--- src/rtl/cmp_rgb_exerciser.sv ---
// Sweeps every operand pair into a magnitude comparator, checks its RGB indicator,
// counts mismatches and records the first failing vector.
module cmp_rgb_exerciser #(
  parameter int unsigned WIDTH       = 2,
  parameter int unsigned HOLD_CYCLES = 10
) (
  input  logic               clk,
  input  logic               rst_n,
  input  logic               start,
  output logic [WIDTH-1:0]   a_out,
  output logic [WIDTH-1:0]   b_out,
  input  logic               red_in,
  input  logic               green_in,
  input  logic               blue_in,
  output logic               busy,
  output logic               done,
  output logic               pass,
  output logic [2*WIDTH:0]   err_count,
  output logic               fail_valid,
  output logic [WIDTH-1:0]   fail_a,
  output logic [WIDTH-1:0]   fail_b,
  output logic [2:0]         fail_rgb
);

  localparam int unsigned IW = 2 * WIDTH;
  localparam int unsigned EW = IW + 1;
  localparam int unsigned HW = (HOLD_CYCLES > 1) ? $clog2(HOLD_CYCLES) : 1;

  localparam logic [IW-1:0] LAST_IDX  = {IW{1'b1}};
  localparam logic [HW-1:0] HOLD_LAST = HW'(HOLD_CYCLES - 1);
  localparam logic [EW-1:0] ERR_MAX   = {EW{1'b1}};

  typedef enum logic [1:0] {
    IDLE  = 2'd0,
    DRIVE = 2'd1,
    DONE  = 2'd2
  } state_t;

  state_t          state, state_n;
  logic [IW-1:0]   idx, idx_n;
  logic [HW-1:0]   hold_cnt, hold_cnt_n;
  logic            busy_n, done_n, pass_n;
  logic [EW-1:0]   err_count_n;
  logic            fail_valid_n;
  logic [WIDTH-1:0] fail_a_n, fail_b_n;
  logic [2:0]      fail_rgb_n;

  logic [WIDTH-1:0] cur_a, cur_b;
  logic [2:0]       sample, expected;
  logic             mismatch;

  // Operands come straight from the registered vector index
  assign cur_a = idx[IW-1:WIDTH];
  assign cur_b = idx[WIDTH-1:0];
  assign a_out = cur_a;
  assign b_out = cur_b;

  // One-hot colour the comparator should show for the current vector
  always_comb begin
    sample   = {red_in, green_in, blue_in};
    expected = 3'b001;
    if (cur_a > cur_b)       expected = 3'b100;
    else if (cur_a == cur_b) expected = 3'b010;
    mismatch = (sample != expected);
  end

  // Sweep sequencing, checking and result capture
  always_comb begin
    state_n      = state;
    idx_n        = idx;
    hold_cnt_n   = hold_cnt;
    busy_n       = busy;
    done_n       = done;
    pass_n       = pass;
    err_count_n  = err_count;
    fail_valid_n = fail_valid;
    fail_a_n     = fail_a;
    fail_b_n     = fail_b;
    fail_rgb_n   = fail_rgb;

    case (state)
      IDLE, DONE: begin
        if (start) begin
          state_n      = DRIVE;
          idx_n        = '0;
          hold_cnt_n   = '0;
          busy_n       = 1'b1;
          done_n       = 1'b0;
          pass_n       = 1'b0;
          err_count_n  = '0;
          fail_valid_n = 1'b0;
          fail_a_n     = '0;
          fail_b_n     = '0;
          fail_rgb_n   = '0;
        end
      end
      DRIVE: begin
        if (hold_cnt == HOLD_LAST) begin
          if (mismatch) begin
            if (err_count != ERR_MAX) err_count_n = err_count + EW'(1);
            if (!fail_valid) begin
              fail_valid_n = 1'b1;
              fail_a_n     = cur_a;
              fail_b_n     = cur_b;
              fail_rgb_n   = sample;
            end
          end
          if (idx == LAST_IDX) begin
            state_n = DONE;
            busy_n  = 1'b0;
            done_n  = 1'b1;
            pass_n  = (err_count_n == '0);
          end else begin
            idx_n      = idx + IW'(1);
            hold_cnt_n = '0;
          end
        end else begin
          hold_cnt_n = hold_cnt + HW'(1);
        end
      end
      default: state_n = IDLE;
    endcase
  end

  // State and result registers with synchronous active-low reset
  always_ff @(posedge clk) begin
    if (!rst_n) begin
      state      <= IDLE;
      idx        <= '0;
      hold_cnt   <= '0;
      busy       <= 1'b0;
      done       <= 1'b0;
      pass       <= 1'b0;
      err_count  <= '0;
      fail_valid <= 1'b0;
      fail_a     <= '0;
      fail_b     <= '0;
      fail_rgb   <= '0;
    end else begin
      state      <= state_n;
      idx        <= idx_n;
      hold_cnt   <= hold_cnt_n;
      busy       <= busy_n;
      done       <= done_n;
      pass       <= pass_n;
      err_count  <= err_count_n;
      fail_valid <= fail_valid_n;
      fail_a     <= fail_a_n;
      fail_b     <= fail_b_n;
      fail_rgb   <= fail_rgb_n;
    end
  end

endmodule
--- config.mk ---
export PLATFORM = sky130hd
export DESIGN_NAME = cmp_rgb_exerciser
export DESIGN_NICKNAME = d
export VERILOG_FILES = /design/src/rtl/cmp_rgb_exerciser.sv
export SDC_FILE = /design/constraint.sdc
export NUM_CORES = 1
export LEC_CHECK = 0
export BUFFER_PORTS_ARGS = -buffer_cell sky130_fd_sc_hd__buf_2
export CAP_MARGIN = 20
export CORE_AREA = 2 2 55 57
export CTS_BUF_LIST = sky130_fd_sc_hd__clkbuf_8
export CTS_CLUSTER_SIZE = 25
export DETAILED_ROUTE_END_ITERATION = 10
export DIE_AREA = 0 0 57 59
export GPL_TIMING_DRIVEN = 0
export PLACE_DENSITY = 0.84
export SYNTH_ARGS = -nofsm -noshare
export SYNTH_HDL_FRONTEND = slang
export SYNTH_SLANG_ARGS = --single-unit
--- constraint.sdc ---
create_clock -name clk -period 2.1 [get_ports clk]
set_input_delay 0.315 -clock clk [delete_from_list [all_inputs] [get_ports clk]]
set_output_delay 0.315 -clock clk [all_outputs]
set_load 0.02 [all_outputs]
==> impl_results.md <==
- DRT iter0 DRCs: 48
- Max rail drop VDD: 0.4148 mV
- Worst-path clk slew: 0.09 ns
- Final cell count without fillers: 209
- Global-route wire length before repair: 5016 um
- Wirelength per Cell: 14.33 um
- Slew at the pin closest to its max-slew limit: 0.4692 ns
- Max transition margin: 68.72%
- Crit path cell chain: inv_1 > ha_4 > nor2b_1 > o2111a_1 > o211a_4 > o31a_4 > a32o_1
- Crit-path max FO: 7
- Cells after synthesis: 144
- WP data arrival: 2.17 ns
- Synth Register Bits: 26
- Root Buffer: clkbuf_8
- ANT nets after route: 0
- Syn_area_per_cell: 9.132 sq um
- Max incr delay on CP: 0.37 ns
- Pwr per Cell Area: 595.1 nW/um^2
- # nets final: 191
- Status: completed
- Total GRT Usage: 18.48%
- Site Rows: 19
- Post-DP HPWL: 2143 um
- HP Class: primary input to flip-flop
- Final Hold Vio Count: 0
- Initial antenna violation count: 0
- Clock latency on the worst-skew pair: 0.27 ns
- Fin util: 59.56%
- Max-slew violations: 0
- Residual DRC: 0
- Mapped Nets: 156
- TritonCTS clock tree: built
- Placer's final routability congestion estimate: 0.8694
- Vias: 1,222
- CTS max path bufs: 2
- Total I/O pin count: 26
- CTS Sinks: 26
- Worst Setup SP: idx[1]
- Inst Count DP: 200
- Leak: 0.6824 nW
- Seq. cell area: 530.5 sq um
- Hold Crit Start: red_in
- Cell variety after synth: 36
- Detailed Route WL: 2996 um
- Final min period: 2.001 ns
- Finish-stage setup viols: 0
- Core Area: 2710 sq um
- CTS HTree Levels: 1
- Layout cells sized above 1: 25.28%
- Reg2reg start: idx[1]
- Max cap viols: 0
- Vias per cell: 5.847
- Remaining global-route overflow: 0
- CTS Buf Count: 3
- Synth-to-layout area growth: 22.74%
- Skew final: 0.003176 ns
- Fmax: 0.4997 GHz
- Synth warnings: 0
- Multi-input gate area: 793.3 sq um
- DR pass1 iterations: 4
- WS Path Type: flip-flop to flip-flop
- Slowest cell on the critical path: dfxtp_4
- Fill count: 234
- Mapped Area: 1315 sq um
- Die W: 57 um
- Largest net degree at the start of global routing: 15
- Die height: 59 um
- Worst setup SP type: flip-flop
- I/O Buffers: 25
- Sequential area share after synthesis: 39.58%
- Critical Path End Type: flip-flop
- Initial core utilization: 48.52%
- Die area: 3363 sq um
- Setup TNS Final: 0 ns
- ANT cells: 0
- Vias in the first global route: 1,164
- Required time of the critical path: 2.27 ns
- Period utilisation layout: 95.29%
- RSZ-0062 raised after global routing: no
synth_stat cells:
cell type  count  area (sq um)
a211o_2        1         10.01
a211oi_1       3         22.52
a21boi_0       3         22.52
a21oi_1        5         25.02
a311oi_1       2         17.52
a31oi_1        2         12.51
a32o_1         8         80.08
and2_1         3         18.77
and2b_1        1         7.510
and3_1         1         6.260
and3b_1        2         17.52
clkbuf_1       3         11.26
dfxtp_1       26         520.5
ha_1           6         75.07
inv_1          6         22.52
mux2i_1        3         30.03
nand2_1       14         52.55
nand2b_1       7         43.79
nand3_1        9         45.04
nand3b_1       1         7.510
nor2_1        13         48.80
nor2b_1        3         18.77
nor3_1         1         5.000
nor3_4         1         16.27
o2111a_1       1         11.26
o2111ai_1      1         8.760
o211a_1        1         10.01
o211a_4        1         17.52
o211ai_1       4         30.03
o21a_1         1         7.510
o21ai_0        2         10.01
o22ai_1        1         6.260
o31a_4         1         17.52
o31ai_1        1         7.510
or4_1          1         7.510
xnor2_1        5         43.79
final timing paths:
kind / to / slack (ns) / cells past startpoint
setup / recovery: fail_a[1] / 0.1 / 7
hold / removal: fail_rgb[2] / 0.29 / 2
setup reg to reg: fail_a[1] / 0.1 / 7
hold reg to reg: fail_rgb[0] / 0.50 / 1
logic make-up after synthesis:
group,after synthesis,share of synthesized area (%)
AND/OR/NAND/NOR,57,22.46
AO/OA/AOI/OAI,38,24.07
flip-flops,26,39.58
buffers and inverters,9,2.569
adder cells (fa/ha/maj),6,5.709
XOR/XNOR,5,3.330
multiplexers,3,2.284
cells in the final DEF, fill, tap and decap left out, types with 2 or more instances in the layout:
cell type,netlist,routed
dfxtp_2,0,2
a21boi_0,3,3
o211ai_1,4,4
inv_1,6,6
nand3_1,9,9
ha_4,0,2
clkbuf_8,0,4
o21ai_0,2,2
buf_2,0,25
a311oi_1,2,2
nor2b_1,3,3
dfxtp_4,0,2
xnor2_1,5,5
ha_1,6,4
nand2b_1,7,6
a21oi_1,5,5
a32o_1,8,8
dfxtp_1,26,22
and2_1,3,3
a31oi_1,2,2
and3b_1,2,2
nand2_1,14,14
mux2i_1,3,3
a211oi_1,3,3
buf_4,0,5
clkbuf_1,3,3
nor2_1,13,13
critical path, delay by kind of cell (launching register included):
family	cells	cell delay, ns
DFF	1	0.37
AOI/OAI and AO/OA	4	1.10
adders and majority gates	1	0.23
buffers and inverters	1	0.06
and+or+nand+nor	1	0.13
sequential cells by signal, summed over array words and instances (netlist names), 2 cells and up:
signal	cells
err_count	5
hold_cnt	4
idx	4
fail_rgb	3
fail_a	2
fail_b	2
state	2
cell type report:
type	instances	share of cell area (%)
multi-input combinational	109	49.15
sequential	26	32.87
timing repair buffer	30	10.08
clock buffer	4	3.411
tap	31	2.403
inverter	6	1.395
buffer	3	0.6977
power breakdown:
group,internal (mW),switching (mW),leakage (nW)
clock network,0.168,0.156,0.0288
registers,0.500,0.0120,0.213
logic,0.0520,0.0737,0.441
routing by layer:
metal	track usage, %	up-vias	part of all wire, %
li1	-	601	-
met1	22.78	579	44
met2	33.66	37	49
met3	3.275	5	6.0
met4	4.319	0	1.0
met5	0	-	0
timing repair:
action / CTS / global route
gates resized for setup: 4 / 0
hold buffers: 0 / 0
pin swaps: 1 / 2
setup buffers: 1 / 4
setup endpoints to repair: 7 / 7
stage by stage:
step                hold slack [ns]  worst slack (ns)  cell area (sq um)  power (mW)
global placement             0.4734         0.0002254               1486      0.6292
floorplan                    0.4408           0.01823               1323      0.6012
detailed placement           0.4810          -0.05037               1486      0.6340
global route                 0.2969           0.02771               1614      0.9971
finish                       0.2898           0.09887               1614      0.9605
CTS                          0.2882           0.01015               1584      0.9619
Note: power is estimated with default switching activity, not from simulation.
